## config.mk

```make
export PLATFORM = sky130hd
export DESIGN_NAME = fwd_operand_stage
export DESIGN_NICKNAME = d
export VERILOG_FILES = /design/src/rtl/fwd_pkg.sv /design/src/rtl/fwd_match_pick.sv /design/src/rtl/fwd_operand_stage.sv
export SDC_FILE = /design/constraint.sdc
export NUM_CORES = 1
export LEC_CHECK = 0
export CAP_MARGIN = 15
export CORE_MARGIN = 8
export CORE_UTILIZATION = 35
export DETAILED_ROUTE_END_ITERATION = 6
export PLACE_DENSITY = 0.72
export SETUP_SLACK_MARGIN = 0.4
export SLEW_MARGIN = 20
export SYNTH_ARGS = -nofsm -noshare
export SYNTH_HDL_FRONTEND = slang
export SYNTH_SLANG_ARGS = --single-unit
```

## constraint.sdc

```tcl
create_clock -name clk_i -period 4.16 [get_ports clk_i]
set_input_delay 1.04 -clock clk_i [delete_from_list [all_inputs] [get_ports clk_i]]
set_output_delay 1.04 -clock clk_i [all_outputs]
set_load 0.02 [all_outputs]
```

## src/rtl/fwd_pkg.sv

```systemverilog
// Shared constants and helpers for the operand-forwarding stage.
// Latency: n/a (declarations only).
// Backpressure: n/a.
package fwd_pkg;

  // Default register address width and the hard-wired zero register.
  localparam int REG_AW = 5;
  localparam int REG_X0 = 0;

  // Select code meaning "take the register-file data"; source j uses code j+1.
  localparam int SEL_RF = 0;

  // Width of a forwarding select: the RF plus one code per source.
  function automatic int sel_w(input int num_src);
    return $clog2(num_src + 1);
  endfunction

endpackage

```

## src/rtl/fwd_match_pick.sv

```systemverilog
// Per-read-port forwarding pick: youngest matching producer wins, else RF data.
// Latency: combinational.
// Backpressure: none; not_rdy flags a winning producer whose data is not yet available.
//
// Ports:
//   rs        source register address of this read port
//   rf_data   register-file read data for this port
//   src_*     in-flight producer valid / destination / data / data-ready (index 0 = youngest)
//   data      selected operand
//   sel       select code: SEL_RF, or j+1 for source j
//   not_rdy   winning source has no data yet (load-use)
module fwd_match_pick
  import fwd_pkg::*;
#(
  parameter int XLEN    = 32,
  parameter int NUM_SRC = 2,
  parameter int REG_AW  = fwd_pkg::REG_AW,
  parameter int SEL_W   = fwd_pkg::sel_w(NUM_SRC)
) (
  input  logic [REG_AW-1:0]         rs,
  input  logic [XLEN-1:0]           rf_data,
  input  logic [NUM_SRC-1:0]        src_valid,
  input  logic [NUM_SRC*REG_AW-1:0] src_rd,
  input  logic [NUM_SRC*XLEN-1:0]   src_data,
  input  logic [NUM_SRC-1:0]        src_rdy,
  output logic [XLEN-1:0]           data,
  output logic [SEL_W-1:0]          sel,
  output logic                      not_rdy
);

  logic [NUM_SRC-1:0] match;
  logic               rs_nonzero;

  // x0 never forwards, even if some producer claims it as a destination.
  assign rs_nonzero = (rs != REG_AW'(REG_X0));

  for (genvar j = 0; j < NUM_SRC; j++) begin : g_match
    assign match[j] = src_valid[j] && (src_rd[j*REG_AW +: REG_AW] == rs) && rs_nonzero;
  end

  // Walk oldest to youngest so the youngest match overwrites. The ready flag
  // follows the winner only: an older ready copy is stale and must not mask
  // a younger pending load.
  always_comb begin
    sel     = SEL_W'(SEL_RF);
    not_rdy = 1'b0;
    for (int j = NUM_SRC - 1; j >= 0; j--) begin
      if (match[j]) begin
        sel     = SEL_W'(j + 1);
        not_rdy = ~src_rdy[j];
      end
    end
  end

  // Decode every select code; anything that is not a live source code
  // (including unused codes above NUM_SRC) falls back to the RF.
  always_comb begin
    data = rf_data;
    for (int j = 0; j < NUM_SRC; j++) begin
      if (sel == SEL_W'(j + 1)) begin
        data = src_data[j*XLEN +: XLEN];
      end
    end
  end

endmodule

```

## src/rtl/fwd_operand_stage.sv

```systemverilog
// ID->EX operand forwarding with load-use stall and a valid/ready EX operand register.
// Latency: 1 cycle from accepted ID instruction to out_valid_o.
// Backpressure: holds outputs while out_valid_o && !out_ready_i; in_ready_o drops on hazard or full register.
//
// Ports:
//   clk_i, rst_n_i            clock / async active-low reset
//   in_valid_i, in_ready_o    ID handshake
//   rs_addr_i, rf_data_i      per-port source address and RF data (port p at slice p)
//   src_valid_i/rd/data/rdy   in-flight producers, index 0 = youngest
//   flush_i                   kill the registered operand, suppress capture
//   out_valid_o, out_ready_i  EX handshake
//   op_data_o, fwd_sel_o      registered operands and selects
//   hazard_o, hazard_cnt_o    load-use stall and saturating stall-cycle count
module fwd_operand_stage
  import fwd_pkg::*;
#(
  parameter int XLEN    = 32,
  parameter int NUM_RD  = 2,
  parameter int NUM_SRC = 2,
  parameter int REG_AW  = fwd_pkg::REG_AW,
  parameter int CNT_W   = 16,
  localparam int SEL_W  = fwd_pkg::sel_w(NUM_SRC)
) (
  input  logic                      clk_i,
  input  logic                      rst_n_i,
  input  logic                      in_valid_i,
  output logic                      in_ready_o,
  input  logic [NUM_RD*REG_AW-1:0]  rs_addr_i,
  input  logic [NUM_RD*XLEN-1:0]    rf_data_i,
  input  logic [NUM_SRC-1:0]        src_valid_i,
  input  logic [NUM_SRC*REG_AW-1:0] src_rd_i,
  input  logic [NUM_SRC*XLEN-1:0]   src_data_i,
  input  logic [NUM_SRC-1:0]        src_rdy_i,
  input  logic                      flush_i,
  output logic                      out_valid_o,
  input  logic                      out_ready_i,
  output logic [NUM_RD*XLEN-1:0]    op_data_o,
  output logic [NUM_RD*SEL_W-1:0]   fwd_sel_o,
  output logic                      hazard_o,
  output logic [CNT_W-1:0]          hazard_cnt_o
);

  logic [NUM_RD*XLEN-1:0]  pick_data;
  logic [NUM_RD*SEL_W-1:0] pick_sel;
  logic [NUM_RD-1:0]       pick_not_rdy;
  logic                    capture;

  for (genvar p = 0; p < NUM_RD; p++) begin : g_port
    fwd_match_pick #(
      .XLEN    (XLEN),
      .NUM_SRC (NUM_SRC),
      .REG_AW  (REG_AW),
      .SEL_W   (SEL_W)
    ) u_pick (
      .rs        (rs_addr_i[p*REG_AW +: REG_AW]),
      .rf_data   (rf_data_i[p*XLEN +: XLEN]),
      .src_valid (src_valid_i),
      .src_rd    (src_rd_i),
      .src_data  (src_data_i),
      .src_rdy   (src_rdy_i),
      .data      (pick_data[p*XLEN +: XLEN]),
      .sel       (pick_sel[p*SEL_W +: SEL_W]),
      .not_rdy   (pick_not_rdy[p])
    );
  end

  assign hazard_o = in_valid_i && (|pick_not_rdy);

  // Flush deliberately stays out of in_ready_o to keep it off the flush path;
  // the capture term below is what actually drops the instruction.
  assign in_ready_o = !hazard_o && (!out_valid_o || out_ready_i);
  assign capture    = in_valid_i && in_ready_o && !flush_i;

  always_ff @(posedge clk_i or negedge rst_n_i) begin
    if (!rst_n_i) begin
      out_valid_o <= 1'b0;
    end else if (flush_i) begin
      out_valid_o <= 1'b0;
    end else if (capture) begin
      out_valid_o <= 1'b1;
    end else if (out_ready_i) begin
      out_valid_o <= 1'b0;
    end
  end

  // Data only moves on capture; on drain or flush the old operand is left in
  // place since nobody looks at it once out_valid_o is low.
  always_ff @(posedge clk_i or negedge rst_n_i) begin
    if (!rst_n_i) begin
      op_data_o <= '0;
      fwd_sel_o <= '0;
    end else if (capture) begin
      op_data_o <= pick_data;
      fwd_sel_o <= pick_sel;
    end
  end

  always_ff @(posedge clk_i or negedge rst_n_i) begin
    if (!rst_n_i) begin
      hazard_cnt_o <= '0;
    end else if (hazard_o && (hazard_cnt_o != {CNT_W{1'b1}})) begin
      hazard_cnt_o <= hazard_cnt_o + CNT_W'(1);
    end
  end

endmodule

```

==> insert_results.sql, run 1 <==
INSERT INTO impl_metrics (metric_group, metric, value, unit) VALUES
('status', 'result_of_the_run', 'finished, final reports clean', ''),
('logic_synthesis', 'synth-main-ff-cell', 'sky130_fd_sc_hd__dfrtp_1', ''),
('power', 'totalPowerFinal', '0.00275', 'W'),
('global_routing', 'grt_start_max_net_pins', '86', ''),
('power', 'power.combinational.fraction', '32.5', '%'),
('drt', 'drt_iter0_drc', '268', ''),
('sta', 'finClkSkew', '0.00544', 'ns'),
('placement', 'place_inst', '967', ''),
('logic_synthesis', 'synth_cell_types', '32', ''),
('sta', 'setup_violations', '0', ''),
('drt', 'wl_met2', '8.71', 'mm'),
('placement', 'placement.io_buffers', '243', ''),
('floorplan', 'io_pins', '244', ''),
('sta', 'worst_pin_slew', '0.762', 'ns'),
('cts', 'cts_buffers', '9', ''),
('placement', 'gp_congestion', '0.925', ''),
('floorplan', 'die_width', '133', 'um'),
('logic_synthesis', 'seq_area_frac_synth', '44.1', '%'),
('drt', 'vias_per_cell', '5.00', ''),
('global_routing', 'grt_first_pass_wirelength', '27.9', 'mm'),
('power', 'seq_power_share', '37.0', '%'),
('sta', 'relSlewSlack', '49.2', '%'),
('power', 'power.static_leakage', '3.42', 'nW'),
('sta', 'max_clock_freq', '267', 'MHz'),
('sta', 'report.final.hold_viol_count', '0', ''),
('job', 'max_cap_violations', '0', ''),
('power', 'cellInternalPower', '0.00194', 'W'),
('drt', 'routedWlPerCell', '17.6', 'um'),
('power', 'power.density', '338', 'nW/um^2'),
('floorplan', 'start_util', '35.3', '%'),
('layout', 'area_delta_synth_final', '69.1', '%'),
('global_routing', 'number_of_global_route_vias_before_repair', '5352', ''),
('floorplan', 'placement_rows', '43', ''),
('drt', 'detail_route.first_pass.iterations', '5', ''),
('drt', 'antenna_violating_nets_post_route', '0', ''),
('floorplan', 'floorplan.core_area', '13700', 'sq um'),
('global_routing', 'antenna_violations_before_repair', '1', ''),
('cts', 'tritoncts_num_sinks', '85', ''),
('logic_synthesis', 'synthCells', '550', ''),
('setup_path', 'worst-setup-path-type', 'input pin to output pin', ''),
('power', 'irDropWorstVdd', '0.153', 'mV'),
('cts', 'clk_root_buffer_cell', 'sky130_fd_sc_hd__clkbuf_16', ''),
('logic_synthesis', 'number_of_nets_produced_by_synthesis', '708', ''),
('sta', 'setup_repair_after_global_routing_missed_its_margin', 'false', ''),
('logic_synthesis', 'ys_seq_elements', '85', ''),
('setup_path', 'cp-end-kind', 'output pin', ''),
('layout', 'final_non_filler_cells', '1007', ''),
('logic_synthesis', 'synth.top_cell.area_share', '44.1', '%'),
('logic_synthesis', 'number_of_enable_type_register_cells_in_the_synthesized_netlist', '0', ''),
('sta', 'period_share', '90.0', '%'),
('layout', 'layout-drive-gt1-share', '13.2', '%'),
('cts', 'clock_tree_from_tritoncts', 'done', ''),
('placement', 'preCtsSetupSlack', '-0.480', 'ns'),
('drt', 'dr_wl_met3', '1.28', 'mm'),
('placement', 'post-dp-hpwl', '13.2', 'mm'),
('logic_synthesis', 'synth_area_per_cell', '8.77', 'sq um'),
('logic_synthesis', 'post-synth-top-area-cell', 'sky130_fd_sc_hd__dfrtp_1', ''),
('drt', 'drc', '0', ''),
('floorplan', 'design.die.area', '17800', 'sq um'),
('power', 'clock_share_of_power', '30.5', '%'),
('setup_path', 'worst_ep_arrival_time', '2.70', 'ns'),
('logic_synthesis', 'synth_top_cells_by_area', 'sky130_fd_sc_hd__dfrtp_1, sky130_fd_sc_hd__mux2i_1, sky130_fd_sc_hd__a21oi_1', ''),
('layout', 'n_fill_cell', '1210', ''),
('cts', 'clock_pin_slew_on_the_worst_setup_and_hold_paths', '0.06', 'ns'),
('cts', 'insertion_delay', '0.33', 'ns'),
('global_routing', 'grt.total_usage', '19.6', '%'),
('cts', 'cts.htree.levels', '3', ''),
('sta', 'report.final.slew_viol_count', '0', ''),
('drt', 'route.top_layer_used', 'met4', ''),
('layout', 'numnets_final', '980', ''),
('worst_hold_path', 'min-delay-path-class', 'flop to flop', '');
[state kept, by name (all words and copies together) (netlist names)]
signal	count
hazard_cnt_o	16
out_valid_o	1
op_data_o	64
fwd_sel_o	4
[synthesized netlist by cell type, drive strengths merged (2+ instances only)]
cell and instances:
clkbuf 17, nor4 2, or4 2, a21oi 66
nand3 13, buf 17, nor2 71, dfrtp 85
mux2i 64, and3 9, nor3 3, o21ai 70
xnor2 30, nand2b 2, or3 2, nand2 77
xor2 4, inv 2, nand4 6
[kinds of logic after synthesis]
family | after synthesis | share of synthesized area [%]
DFF | 85 | 44.1
xor gates and xnor gates | 34 | 6.17
AOI/OAI and AO/OA | 140 | 15.0
and+or+nand+nor | 189 | 17.3
adders and majority gates | 1 | 0.259
buffers and inverters | 36 | 3.66
muxes | 65 | 13.5
[power by group through the flow]
| stage | clock network [W] | logic, W | registers (W) |
|---|---|---|---|
| finish | 0.000840 | 0.000894 | 0.00102 |
| global route | 0.000906 | 0.000962 | 0.00104 |
| CTS | 0.000867 | 0.000894 | 0.00102 |
| detailed placement | 0 | 0.000875 | 0.00103 |
| global placement | 0 | 0.000859 | 0.00103 |
| floorplan | 0 | 0.000204 | 0.00118 |
[routing by layer]
layer,vias to the layer above,GRT usage (%)
li1,2441,-
met1,2349,21.1
met2,197,33.8
met3,46,6.25
met4,0,9.86
met5,-,0
[stage by stage]
stage	util (%)	setup TNS, ns	hold WS, ns	cell area (sq um)
floorplan	-	0	0.580	4830
global placement	55.4	-0.809	0.460	7570
detailed placement	55.4	-0.891	0.469	7570
CTS	59.3	0	0.482	8110
global route	59.7	0	0.510	8160
finish	59.7	0	0.474	8160
[area by class of cell]
| cell class | count | area [sq um] | share of cell area [%] |
|---|---|---|---|
| Timing Repair Buffer | 295 | 2830 | 34.7 |
| Clock inverter | 5 | 75.1 | 0.921 |
| Clock buffer | 10 | 239 | 2.93 |
| Sequential cell | 85 | 2130 | 26.1 |
| Antenna cell | 1 | 2.50 | 0.0307 |
| Inverter | 2 | 7.51 | 0.0921 |
| Multi-Input combinational cell | 429 | 2650 | 32.4 |
| Tap cell | 180 | 225 | 2.76 |
[layout by cell type, fill, tap and decap left out, types with 8 or more instances in the layout]
cell,netlist,routed
sky130_fd_sc_hd__nand3_1,13,13
sky130_fd_sc_hd__clkbuf_16,0,9
sky130_fd_sc_hd__and3_1,9,9
sky130_fd_sc_hd__nand2_1,77,76
sky130_fd_sc_hd__clkdlybuf4s50_1,0,218
sky130_fd_sc_hd__mux2i_1,64,64
sky130_fd_sc_hd__nor2_1,69,68
sky130_fd_sc_hd__xnor2_1,30,22
sky130_fd_sc_hd__xnor2_2,0,8
sky130_fd_sc_hd__buf_4,4,46
sky130_fd_sc_hd__o21ai_1,11,11
sky130_fd_sc_hd__o21ai_0,59,59
sky130_fd_sc_hd__dfrtp_1,85,85
sky130_fd_sc_hd__a21oi_1,66,66
[path summary, 6_finish.rpt]
check,startpoint,end,cells past startpoint
max,rs_addr_i[4],in_ready_o,9
min,op_data_o[59],op_data_o[59],2
max reg2reg,hazard_cnt_o[0],hazard_cnt_o[11],7
min reg2reg,op_data_o[59],op_data_o[59],2
max in group asynchronous,rst_n_i,op_data_o[0],1
min in group asynchronous,rst_n_i,hazard_cnt_o[7],1
[worst max-delay path, stage by stage]
cell,delay (ns)
sky130_fd_sc_hd__buf_2,0.14
sky130_fd_sc_hd__buf_6,0.12
sky130_fd_sc_hd__xnor2_2,0.16
sky130_fd_sc_hd__nand4_1,0.16
sky130_fd_sc_hd__nor4_4,0.42
sky130_fd_sc_hd__a22oi_2,0.18
sky130_fd_sc_hd__o22ai_4,0.26
sky130_fd_sc_hd__nor2_2,0.08
sky130_fd_sc_hd__buf_6,0.14
[repair_timing]
item	4_1_cts	5_1_grt
setup endpoints to repair	2	65
hold buffers	0	0
resized for setup	58	45
buffers inserted	22	2
pin swaps	18	26
Power figures use the tool's default switching activity.
==> inputs of run 2 (changes only) <==
CELL_PAD_IN_SITES_DETAIL_PLACEMENT = 1   (was unset)
CELL_PAD_IN_SITES_GLOBAL_PLACEMENT = 2   (was unset)
CORE_UTILIZATION = 24   (was 35)
PLACE_DENSITY = 0.87   (was 0.72)
==> run 2 against run 1 <==
  * Clock-buffer cell count unchanged
  * Global-route usage is 4.1 points lower
  * Core utilization down 19 points
  * Total power increased by 1.8%
  * Non-clock buffer count shrank 15
  * Register-to-register slack is essentially flat
  * Sequential share of layout area grew 0.064 points
  * Critical path depth is the same
  * Final area shrank 0.25%
  * Die area grew 40%
  * Sequential power barely moved
  * Cell count rose by 7.4%
  * Largest cell class unchanged
==> insert_results.sql, run 2 (same netlist as run 1, synthesis figures left out) <==
INSERT INTO impl_metrics (metric_group, metric, value, unit) VALUES
('power', 'power.static_leakage', '3.34', 'nW'),
('setup_path', 'cpMaxStageDelayCell', 'sky130_fd_sc_hd__or3_4', ''),
('layout', 'n_fill_cell', '2362', ''),
('placement', 'placement.io_buffers', '243', ''),
('global_routing', 'grt_start_max_net_pins', '97', ''),
('floorplan', 'start_util', '24.1', '%'),
('sta', 'fin_worst_setup_slack', '0.476', 'ns'),
('job', 'max_cap_violations', '0', ''),
('layout', 'final_non_filler_cells', '1082', ''),
('sta', 'relSlewSlack', '47.6', '%'),
('placement', 'placement.cell_area', '7690', 'sq um'),
('drt', 'wl_met2', '9.60', 'mm'),
('drt', 'detail_route.wirelength', '19.3', 'mm'),
('sta', 'period_share', '88.6', '%'),
('cts', 'clock_tree_from_tritoncts', 'done', ''),
('drt', 'drt_iter0_drc', '76', ''),
('drt', 'antenna_violating_nets_post_route', '0', ''),
('setup_path', 'critical-path-max-stage-delay', '0.39', 'ns'),
('drt', 'routed_via_count', '4880', ''),
('global_routing', 'grt_first_pass_wirelength', '30.0', 'mm'),
('floorplan', 'die_width', '158', 'um'),
('worst_hold_path', 'min-delay-path-class', 'flop to flop', ''),
('setup_path', 'worst-path-max-fanout', '3', ''),
('layout', 'final_cell_mix', 'sky130_fd_sc_hd__clkdlybuf4s50_1, sky130_fd_sc_hd__dfrtp_1, sky130_fd_sc_hd__nand2_1', ''),
('sta', 'period_minus_slack', '3.68', 'ns'),
('drt', 'route.top_layer_used', 'met4', ''),
('layout', 'largest_register', 'op_data_o', ''),
('setup_path', 'worst-endpoint-required', '3.12', 'ns'),
('layout', 'numnets_final', '965', ''),
('drt', 'routedWlPerCell', '17.8', 'um'),
('placement', 'post-dp-hpwl', '14.6', 'mm'),
('setup_path', 'crit_path_cell_trace', 'buf_8, buf_6, xnor2_2, nand4_1, or3_4, a22oi_2, o22ai_4, nor2_2, buf_6', ''),
('cts', 'tritoncts_num_sinks', '85', ''),
('drt', 'dr_wl_met3', '1.44', 'mm'),
('sta', 'final.setup.tns', '0', 'ns'),
('power', 'power.density', '345', 'nW/um^2'),
('cts', 'cts.htree.levels', '3', ''),
('setup_path', 'crit_top_cell', 'sky130_fd_sc_hd__buf_6', ''),
('floorplan', 'design.die.area', '24900', 'sq um'),
('cts', 'cts-root-to-sink-buffers', '2', ''),
('floorplan', 'placement_rows', '52', ''),
('power', 'irDropWorstVdd', '0.166', 'mV'),
('floorplan', 'dieHeight', '158', 'um'),
('setup_path', 'timing.critical_path.buf_inv', '3', ''),
('global_routing', 'number_of_global_route_vias_before_repair', '5385', ''),
('global_routing', 'antenna_violations_before_repair', '0', ''),
('layout', 'post-route-cell-area', '8140', 'sq um'),
('cts', 'cts_buffers', '9', ''),
('placement', 'gp_congestion', '0.810', ''),
('floorplan', 'io_pins', '244', ''),
('layout', 'max_reg_flops', '64', ''),
('setup_path', 'worst_ep_arrival_time', '2.64', 'ns'),
('placement', 'preCtsSetupSlack', '-0.451', 'ns'),
('global_routing', 'globalRoute.totalOverflow', '0', ''),
('status', 'result_of_the_run', 'finished, final reports clean', ''),
('layout', 'area_delta_synth_final', '68.7', '%'),
('sta', 'finClkSkew', '0.00625', 'ns'),
('layout', 'biggest_registers_after_layout', 'op_data_o x64, hazard_cnt_o x16, fwd_sel_o x4', ''),
('setup_path', 'cp-end-kind', 'output pin', ''),
('drt', 'detail_route.wirelength.met1', '7.87', 'mm'),
('sta', 'report.final.slew_viol_count', '0', ''),
('sta', 'report.final.hold_viol_count', '0', ''),
('sta', 'setup_repair_after_global_routing_missed_its_margin', 'true', ''),
('layout', 'diodes_inserted', '0', ''),
('placement', 'place_inst', '1060', ''),
('cts', 'clock_pin_slew_on_the_worst_setup_and_hold_paths', '0.06', 'ns'),
('layout', 'layout-drive-gt1-share', '11.3', '%'),
('drt', 'vias_per_cell', '4.51', ''),
('cts', 'insertion_delay', '0.34', 'ns'),
('sta', 'setup_violations', '0', ''),
('cts', 'clk_root_buffer_cell', 'sky130_fd_sc_hd__clkbuf_16', ''),
('drt', 'drc', '0', ''),
('setup_path', 'worst-setup-path-type', 'input pin to output pin', ''),
('global_routing', 'grt.total_usage', '15.4', '%'),
('setup_path', 'worst_setup_path_start_kind', 'input pin', ''),
('cts', 'cts_hold_buf', '0', ''),
('sta', 'max_clock_freq', '271', 'MHz'),
('sta', 'worst_pin_slew', '0.787', 'ns'),
('setup_path', 'worst_path_dominant_cell_family', 'simple AND/OR/NAND/NOR gates', ''),
('floorplan', 'floorplan.core_area', '20000', 'sq um'),
('drt', 'detail_route.first_pass.iterations', '6', ''),
('layout', 'final_common_cell', 'sky130_fd_sc_hd__clkdlybuf4s50_1', '');
[run 2: area by class of cell]
cell class                      instances  area, sq um  share of cell area, %
Inverter                                2         7.51                 0.0923
Multi-Input combinational cell        429         2630                   32.3
Timing Repair Buffer                  280         2700                   33.2
Clock buffer                           10          239                   2.94
Tap cell                              270          338                   4.15
Clock inverter                          6         95.1                   1.17
Sequential cell                        85         2130                   26.1
[run 2: final timing paths]
kind	end	slack, ns	startpoint	cells after the start
setup / recovery	in_ready_o	0.48	rs_addr_i[1]	9
hold / removal	op_data_o[32]	0.48	op_data_o[32]	2
setup reg to reg	hazard_cnt_o[11]	2.19	hazard_cnt_o[0]	7
hold reg to reg	op_data_o[32]	0.48	op_data_o[32]	2
max in group asynchronous	op_data_o[60]	2.64	rst_n_i	2
min in group asynchronous	hazard_cnt_o[13]	0.77	rst_n_i	1
[run 2: tightest hold or removal path, cell delays in order (launching register included)]
cell and delay, ns:
sky130_fd_sc_hd__dfrtp_1 0.34, sky130_fd_sc_hd__nand2_1 0.04, sky130_fd_sc_hd__o21ai_0 0.06
[run 2: layer usage]
layer	vias to the layer above	global-route usage (%)
met5	-	0
met1	2304	17.6
li1	2404	-
met2	152	27.1
met3	20	4.45
met4	0	4.94
[run 2: per-stage QoR]
step	hold WS (ns)	power, W	utilization (%)
floorplan	0.580	0.00138	-
global placement	0.461	0.00191	38.5
detailed placement	0.470	0.00192	38.5
CTS	0.485	0.00285	40.7
global route	0.494	0.00296	40.7
finish	0.476	0.00280	40.7
[run 2: report_power, final]
part	switching [W]	internal [W]	leakage [nW]
clock	0.000355	0.000548	0.163
combinational	0.000436	0.000447	2.09
sequential	0.0000689	0.000948	1.08
total	0.000860	0.00194	3.34
[run 2: what timing repair did]
| action | CTS | global route |
|---|---|---|
| gates resized for setup | 63 | 32 |
| pin swaps | 17 | 23 |
| endpoints found under the setup margin | 2 | 2 |
| setup buffers | 5 | 1 |
| endpoints found under the hold margin | 0 | 0 |
